$ cat config.mk
export PLATFORM = sky130hd
export DESIGN_NAME = mm_frame_feeder
export DESIGN_NICKNAME = d
export VERILOG_FILES = /design/src/rtl/mm_frame_feeder_pkg.sv /design/src/rtl/mm_frame_feeder_frame_buffer.sv /design/src/rtl/mm_frame_feeder.sv
export SDC_FILE = /design/constraint.sdc
export NUM_CORES = 1
export LEC_CHECK = 0
export ABC_CLOCK_PERIOD_IN_PS = 6200
export CAP_MARGIN = 20
export CORE_ASPECT_RATIO = 0.5
export CORE_UTILIZATION = 55
export CTS_BUF_LIST = sky130_fd_sc_hd__clkbuf_2
export DETAILED_ROUTE_END_ITERATION = 10
export PLACE_DENSITY = 0.75
export SKIP_CTS_REPAIR_TIMING = 1
export SLEW_MARGIN = 40
export SYNTH_ARGS = -nofsm -noshare
export SYNTH_HDL_FRONTEND = slang
export SYNTH_HIERARCHICAL = 1
export SYNTH_SLANG_ARGS = --single-unit
$ cat constraint.sdc
create_clock -name clk -period 6.2 [get_ports clk]
set_input_delay 0.93 -clock clk [delete_from_list [all_inputs] [get_ports clk]]
set_output_delay 0.93 -clock clk [all_outputs]
set_load 0.03 [all_outputs]
$ cat src/rtl/mm_frame_feeder_pkg.sv
// Shared definitions for the matrix-multiplier frame feeder.
package mm_frame_feeder_pkg;

    localparam int DW      = 8;
    localparam int HDR_M   = 0;
    localparam int HDR_N   = 1;
    localparam int HDR_LEN = 2;

    typedef enum logic [2:0] {
        IDLE,
        LOAD,
        START,
        STREAM,
        WAIT
    } state_t;

endpackage

$ cat src/rtl/mm_frame_feeder_frame_buffer.sv
// Frame storage: one write port and one registered read port.
// The read register only advances when re is high, so it keeps the last byte read.
module mm_frame_feeder_frame_buffer #(
    parameter int DW    = mm_frame_feeder_pkg::DW,
    parameter int DEPTH = 64,
    parameter int AW    = $clog2(DEPTH)
) (
    input  logic          clk,
    input  logic          rst,
    input  logic          we,
    input  logic [AW-1:0] wa,
    input  logic [DW-1:0] wd,
    input  logic          re,
    input  logic [AW-1:0] ra,
    output logic [DW-1:0] rd
);

    logic [DW-1:0] mem [DEPTH];

    // Store incoming frame bytes; contents after reset are don't-care.
    always_ff @(posedge clk) begin
        if (we) begin
            mem[wa] <= wd;
        end
    end

    // Registered read; holds its value between streams and clears on reset.
    always_ff @(posedge clk or negedge rst) begin
        if (!rst) begin
            rd <= '0;
        end else if (re) begin
            rd <= mem[ra];
        end
    end

endmodule

$ cat src/rtl/mm_frame_feeder.sv
// Buffers one framed matrix pair from the host, validates its length and
// replays it gap-free to the multiplier, then waits for the multiplier's done.
module mm_frame_feeder #(
    parameter int DW    = mm_frame_feeder_pkg::DW,
    parameter int DEPTH = 64,
    parameter int AW    = $clog2(DEPTH)
) (
    input  logic          clk,
    input  logic          rst,
    input  logic          hostValid,
    output logic          hostReady,
    input  logic [DW-1:0] hostData,
    input  logic          hostLast,
    output logic          start,
    output logic [DW-1:0] outData,
    output logic          outValid,
    input  logic          mulDone,
    output logic          busy,
    output logic          frameErr
);

    import mm_frame_feeder_pkg::*;

    localparam int LW = 2 * DW + 1;
    localparam int PW = AW + 1;

    state_t        state;
    logic [PW-1:0] wr_ptr;
    logic [PW-1:0] rd_ptr;
    logic          ovf;
    logic [DW-1:0] m_reg;
    logic [DW-1:0] n_reg;
    logic [LW-1:0] len;

    logic          accept;
    logic          at_full;
    logic [LW-1:0] count;
    logic          last_ok;
    logic          buf_we;
    logic [AW-1:0] buf_wa;
    logic          buf_re;

    assign hostReady = (state == IDLE) || (state == LOAD);
    assign busy      = (state != IDLE);
    assign accept    = hostValid && hostReady;
    assign at_full   = (wr_ptr == PW'(DEPTH));

    // Byte count of the frame including the byte being accepted now.
    assign count   = LW'(wr_ptr) + LW'(1);
    assign last_ok = (count == len) && (m_reg != '0) && (n_reg != '0) && !ovf && !at_full;

    assign buf_we = accept && ((state == IDLE) || !at_full);
    assign buf_wa = (state == IDLE) ? AW'(HDR_M) : wr_ptr[AW-1:0];

    // The read address runs one byte ahead of the byte currently on outData.
    assign buf_re = (state == START) || ((state == STREAM) && (LW'(rd_ptr) < len));

    mm_frame_feeder_frame_buffer #(
        .DW    (DW),
        .DEPTH (DEPTH),
        .AW    (AW)
    ) frame_buffer (
        .clk (clk),
        .rst (rst),
        .we  (buf_we),
        .wa  (buf_wa),
        .wd  (hostData),
        .re  (buf_re),
        .ra  (rd_ptr[AW-1:0]),
        .rd  (outData)
    );

    // Frame FSM: capture, length check, start pulse, replay and wait for done.
    always_ff @(posedge clk or negedge rst) begin
        if (!rst) begin
            state    <= IDLE;
            wr_ptr   <= '0;
            rd_ptr   <= '0;
            ovf      <= 1'b0;
            m_reg    <= '0;
            n_reg    <= '0;
            len      <= '0;
            start    <= 1'b0;
            outValid <= 1'b0;
            frameErr <= 1'b0;
        end else begin
            start    <= 1'b0;
            frameErr <= 1'b0;
            case (state)
                IDLE: begin
                    if (accept) begin
                        m_reg <= hostData;
                        n_reg <= '0;
                        len   <= '0;
                        ovf   <= 1'b0;
                        if (hostLast) begin
                            frameErr <= 1'b1;
                            wr_ptr   <= '0;
                        end else begin
                            wr_ptr <= PW'(1);
                            state  <= LOAD;
                        end
                    end
                end
                LOAD: begin
                    if (accept) begin
                        if (at_full) begin
                            ovf <= 1'b1;
                        end else begin
                            wr_ptr <= wr_ptr + PW'(1);
                        end
                        if (wr_ptr == PW'(HDR_N)) begin
                            n_reg <= hostData;
                            len   <= LW'(HDR_LEN) + ((LW'(m_reg) * LW'(hostData)) << 1);
                        end
                        if (hostLast) begin
                            if (last_ok) begin
                                state  <= START;
                                start  <= 1'b1;
                                rd_ptr <= '0;
                            end else begin
                                frameErr <= 1'b1;
                                wr_ptr   <= '0;
                                ovf      <= 1'b0;
                                state    <= IDLE;
                            end
                        end
                    end
                end
                START: begin
                    state    <= STREAM;
                    outValid <= 1'b1;
                    rd_ptr   <= rd_ptr + PW'(1);
                end
                STREAM: begin
                    if (LW'(rd_ptr) == len) begin
                        state    <= WAIT;
                        outValid <= 1'b0;
                    end else begin
                        rd_ptr <= rd_ptr + PW'(1);
                    end
                end
                WAIT: begin
                    if (mulDone) begin
                        state <= IDLE;
                    end
                end
                default: begin
                    state <= IDLE;
                end
            endcase
        end
    end

endmodule

# Word-level counts from Yosys, hierarchy flattened
# Memories as Yosys holds them, arrays and structs flattened. A register that Yosys moved wholly into a read port is not among the register bits.
# Cells that the tools add are included.
[word_totals]
regBits = 54
mem_bits_rw = 512
out_inout_bits = 13
n_memories = 1
[classes]
n_addsub = 4
mul = 1
magnitude_cmp = 1
n_eq_ne = 17
mux = 49
n_reduce_logical = 26
[memory_table]
columns = ["name", "words", "width", "rd", "rd_ports_with_merged_regs", "write_ports", "line", "rtl"]
rows = [
  ["frame_buffer.mem", 64, 8, 1, 1, 1, "mm_frame_feeder_frame_buffer.sv:18", "logic [DW-1:0] mem [DEPTH];"],
]
[op_table]
columns = ["operator", "count"]
rows = [
  ["$mux 7", 9],
  ["$mux 17", 3],
  ["$pmux 17 s2", 1],
  ["$mux 8", 3],
  ["$pmux 7 s3", 1],
  ["$mux 1", 18],
  ["$mux 3", 6],
  ["$add 2x17->17 const A", 1],
  ["$eq 7x17->1", 1],
  ["$eq 8x17->1", 1],
  ["$lt 7x17->1", 1],
  ["$mul 8x8->16", 1],
  ["$pmux 8 s2", 1],
  ["$reduce_bool 8->1", 2],
  ["$pmux 3 s5", 1],
  ["$add 7x1->7 const B", 2],
  ["$ne 2x2->1 const B", 7],
  ["$pmux 7 s2", 1],
  ["$add 7x1->8 const B", 1],
  ["$eq 7x1->1 const B", 1],
  ["$eq 7x7->1 const B", 1],
  ["$logic_and 1x1->1", 7],
  ["$eq 3x2->1 const B", 2],
  ["$mux 6", 1],
  ["other kinds (15)", 25],
]

# Depth between registers and ports, before layout
[logic_depth]
word_depth = 10
mapped_depth = 19
depth_no_buf = 17

# Modules after synthesis
# The synthesis kept the hierarchy.
[modules_own_cells]
columns = ["module", "instances", "cells_per_inst", "area_each_um2"]
rows = [
  ["mm_frame_feeder_frame_buffer", 1, 939, 20226.9],
  ["mm_frame_feeder", 1, 599, 5360.1],
]

# Worst setup path after synthesis
# Ideal clock, no wire load.
[synth_path]
path_type = "input to register"
startpoint = "in hostData[7]"
endpoint = "reg len[14]"
arrival_ns = 5.606
required_ns = 6.079
slack_ns = 0.473
cell_stages = 18
path_buffers = 2
path_cell_list = "clkbuf_1 > nand2_1 > fa_1 > fa_1 > inv_1 > fa_1 > inv_1 > fa_1 > inv_1 > ha_1 > clkbuf_1 > or4_1 > a21o_1 > a211oi_1 > nor3_1 > nor4_1 > xnor2_1 > a22o_1"
[synth_between]
elab_chain_len = 5
[synth_lines]
columns = ["element", "line", "rtl"]
rows = [
  ["from (decl)", "mm_frame_feeder.sv:12", "input logic [DW-1:0] hostData,"],
  ["$mul 8x8->16", "mm_frame_feeder.sv:114", "len <= LW'(HDR_LEN) + ((LW'(m_reg) * LW'(hostData)) << 1);"],
  ["$add 2x17->17", "mm_frame_feeder.sv:114", ""],
  ["$mux 17", "mm_frame_feeder.sv:112", "if (wr_ptr == PW'(HDR_N)) begin"],
  ["$mux 17", "mm_frame_feeder.sv:106", "if (accept) begin"],
  ["$pmux 17 s2", "mm_frame_feeder.sv:89", "case (state)"],
  ["to (signal assigned)", "mm_frame_feeder.sv:114", ""],
  ["to (decl)", "mm_frame_feeder.sv:33", "logic [LW-1:0] len;"],
]
# Every way passes these cells. The select of a mux whose other input is x is not followed.
# A chain may end at the register's enable or synchronous reset.

# Worst setup path in the final report
[layout_path]
startpoint = "reg m_reg[1]"
endpoint = "reg len[15]"
[layout_between]
elab_chain_len = 5
[layout_lines]
columns = ["element", "line", "rtl"]
rows = [
  ["from (decl)", "mm_frame_feeder.sv:31", "logic [DW-1:0] m_reg;"],
  ["from (signal assigned)", "mm_frame_feeder.sv:92", "m_reg <= hostData;"],
  ["$mul 8x8->16", "mm_frame_feeder.sv:114", ""],
  ["$add 2x17->17", "mm_frame_feeder.sv:114", ""],
  ["$mux 17", "mm_frame_feeder.sv:112", ""],
  ["$mux 17", "mm_frame_feeder.sv:106", ""],
  ["$pmux 17 s2", "mm_frame_feeder.sv:89", ""],
]
# Every way passes these cells. The select of a mux whose other input is x is not followed.

==> flow_summary.yaml <==
routing:
  viasPerCell: 6.03
  drc: 0
  ant_nets: 0
  first_pass_iters: 5
  drt_wl_total_um: 55600
  drtIter0Drc: 1196
  wl_per_cell_um: 23.6
  route.vias.total: 14200
placed_design:
  io_buffers: 25
  gp_congestion: 0.845
  hpwl_um: 35800
clock_network:
  clockBufferDepth: 3
  clk_latency_ns: 1.14
  clock_sinks: 573
  htreeDepth: 3
  clk_pin_slew_ns: 0.12
  cts_root_buf: "clkbuf_2"
  cts_tree: "done"
  cts-buffers-inserted: 118
synthesis:
  synth-seq-area-share: 0.661
  async_reset_ff_frac: 0.106
  synth_area_um2: 25600
  synth_edf_count: 512
  synthDistinctLibCells: 61
  postSynthAreaPerCell_um2: 16.6
  synthCells: 1538
  ys_seq_elements: 573
  yosys_warnings: 6
  yosys_most_used_dff: "edfxtp_1"
  syn_nets: 1634
global_routing:
  grt.met3_usage: 0.0549
  met2_usage: 0.370
  grt_max_degree: 92
  antenna_found_initial: 8
  first_global_vias: 14700
  grt_usage: 0.243
  grt_first_pass_wirelength_um: 85500
  gr-usage-met1: 0.350
  gr-total-overflow: 0
  grt-busiest-layer: "met2"
setup_path:
  cp.arrival_ns: 6.40
  slowest_stage: "fa_1"
  r2r_slack_ns: 0.84
  crit_path_start: "m_reg[1]$_DFFE_PN0P_"
  critPathMaxFanout: 10
  cpMostUsedCell: "fa_1"
  required_ns: 7.25
  r2r_start: "m_reg[1]$_DFFE_PN0P_"
  cp-start-kind: "flop"
  crit_path_max_incr_delay_ns: 0.56
  path_cells: "and2_1 -> fa_1 -> fa_1 -> fa_1 -> inv_1 -> fa_1 -> inv_1 -> ha_1 -> nand3_1 -> a2bb2oi_1 -> a2111oi_0 -> a311oi_1 -> or3_1 -> or4_1 -> nand3_1"
  criticalPathCategory: "flop to flop"
  end_kind: "flop"
  timing.critical_path.buf_inv: 2
  path_delay_family: "adder cells"
floorplan:
  num_io_pins: 26
  dieArea_um2: 47400
  fp.dieH_um: 155
  chipWidth_um: 307
  start_util: 0.562
  core_area_um2: 45600
  row_count: 55
timing:
  period_minus_slack_ns: 5.36
  setup_viol: 0
  rsz0062_at_grt: "no"
  hold_slack_ns: 0.170
  finalClockSkew_ns: 0.0767
  slew_viol_final: 0
  max_clock_freq_ghz: 0.187
  worst_pin_slew_ns: 0.833
  max-slew-margin-rel: 0.442
  finalCritPeriodShare: 0.864
  setup_tns_ns: 0
  final_hold_viol_count: 0
final_layout:
  final_core_util: 0.608
  drive_above_1_share: 0.243
  largest_reg_flops: 512
  syn_to_final_growth_pct: 8.21
  reg_top3: "frame_buffer/mem x512, len x16"
  largest-register: "frame_buffer/mem"
  finalNetCount: 1730
power_and_ir_drop:
  ir_drop_mv: 1.26
  power_density_nw_per_um2: 510
  power.total_mw: 14.1
  p_leak_nw: 9.56
run_status:
  outcome: "finished, final reports clean"
worst_hold_path:
  min_from: "hostData[3]"
  hp-class: "primary input to flop"
run:
  drv_cap: 0
[cell usage in the layout (no fill, tap or decap), types with 6 or more instances in the layout]
cell | synthesis | layout
nand2b_1 | 9 | 9
inv_1 | 76 | 76
clkdlybuf4s50_1 | 0 | 16
a221oi_1 | 9 | 9
nor4_1 | 7 | 7
mux2i_1 | 42 | 42
buf_4 | 1 | 20
ha_1 | 47 | 47
o22ai_1 | 13 | 13
buf_12 | 0 | 6
xor2_1 | 11 | 11
a21oi_1 | 15 | 14
nor2_1 | 100 | 81
edfxtp_1 | 512 | 512
mux2_2 | 40 | 40
nand4_1 | 8 | 8
nor3_1 | 12 | 9
clkbuf_2 | 0 | 179
a22o_1 | 20 | 20
a21o_1 | 8 | 8
nor2b_1 | 19 | 19
nor2_2 | 0 | 19
buf_2 | 24 | 9
o21a_1 | 7 | 7
o21ai_0 | 20 | 20
mux4_2 | 120 | 120
o221ai_1 | 16 | 16
or3_1 | 6 | 6
fa_1 | 36 | 36
xnor2_1 | 16 | 16
and2_1 | 59 | 59
dfrtp_1 | 61 | 58
nand3_1 | 39 | 39
clkinv_1 | 0 | 22
nand2_1 | 54 | 53
and3_1 | 10 | 10
a22oi_1 | 16 | 16
[path summary, 6_finish.rpt]
check / endpoint / cells after the start
min in group asynchronous: n_reg[2]$_DFFE_PN0P_ / 3
hold / removal: n_reg[3]$_DFFE_PN0P_ / 2
max in group asynchronous: rd_ptr[1]$_DFFE_PN0P_ / 4
setup reg to reg: len[15]$_DFFE_PN0P_ / 15
hold reg to reg: outValid$_DFFE_PN0P_ / 2
setup / recovery: len[15]$_DFFE_PN0P_ / 15
[synthesized netlist by cell type, types with 4 or more instances]
| cell type | instances | share of area |
|---|---|---|
| mux2i_1 | 42 | 0.016 |
| xnor2_1 | 16 | 0.0055 |
| a21oi_1 | 15 | 0.0029 |
| buf_1 | 5 | 0.00073 |
| fa_1 | 36 | 0.028 |
| nor4_1 | 7 | 0.0017 |
| nand4_1 | 8 | 0.0020 |
| ha_1 | 47 | 0.023 |
| and2_1 | 59 | 0.014 |
| a22o_1 | 20 | 0.0068 |
| inv_1 | 76 | 0.011 |
| clkbuf_1 | 40 | 0.0059 |
| a221oi_1 | 9 | 0.0031 |
| buf_6 | 6 | 0.0026 |
| nand3b_1 | 4 | 0.0012 |
| dfrtp_1 | 61 | 0.060 |
| o221ai_1 | 16 | 0.0055 |
| a21o_1 | 8 | 0.0023 |
| mux4_2 | 120 | 0.11 |
| nand2b_1 | 9 | 0.0022 |
| nand2_1 | 54 | 0.0079 |
| nor2_1 | 100 | 0.015 |
| edfxtp_1 | 512 | 0.60 |
| a211o_1 | 5 | 0.0017 |
| xor2_1 | 11 | 0.0038 |
| o21bai_1 | 4 | 0.0012 |
| nor2b_1 | 19 | 0.0046 |
| nor3b_1 | 4 | 0.0012 |
| nor3_1 | 12 | 0.0023 |
| buf_2 | 24 | 0.0047 |
| o22ai_1 | 13 | 0.0032 |
| nand3_1 | 39 | 0.0076 |
| and3_1 | 10 | 0.0024 |
| a211oi_1 | 5 | 0.0015 |
| or3_1 | 6 | 0.0015 |
| mux2_2 | 40 | 0.018 |
| o21a_1 | 7 | 0.0021 |
| o21ai_0 | 20 | 0.0039 |
| a22oi_1 | 16 | 0.0047 |
[logic make-up after synthesis]
kind of cell               after synthesis  share of synthesized area
muxes                                  202                      0.140
xor gates and xnor gates                27                    0.00924
DFF                                    573                      0.661
buffers and inverters                  152                     0.0254
adders and majority gates               83                     0.0511
AOI/OAI and AO/OA                      154                     0.0443
and+or+nand+nor                        347                     0.0698
[worst reg2reg max path: cells and delay by family, from the launching register on]
kind | cells | cell delay, ns
fa+ha+maj | 5 | 2.62
simple gates | 5 | 1.35
compound gates | 3 | 0.68
flops | 1 | 0.53
buf+inv | 2 | 0.10
[per-layer routing]
layer	wire length [µm]	share of wire
met1	23200	0.42
met2	25700	0.46
met3	5330	0.096
met4	1410	0.025
met5	0	0
[report_power, final]
part           switching, mW  total, mW  leakage (nW)  internal [mW]
sequential             0.256       4.63          5.40           4.38
combinational           4.07       7.21          3.32           3.14
clock                   1.42       2.28         0.847          0.863
[cell type report]
type	instances	area, µm²
diodes	3	7.51
clock buffers	179	896
clock inverters	33	211
fillers	3336	17900
inverters	76	285
multi-input cells	813	8110
flip-flops and latches	573	16900
well taps	627	785
repair buffers	52	485
[metrics by stage]
stage,setup slack [ns],cell area (µm²),cells
finish,0.844,27700,2356
global route,0.431,27700,2354
floorplan,0.473,25600,1538
CTS,0.807,27600,2352
global placement,0.470,26400,2136
detailed placement,0.351,26500,2140
No activity file was read; power rests on OpenSTA's default activity.
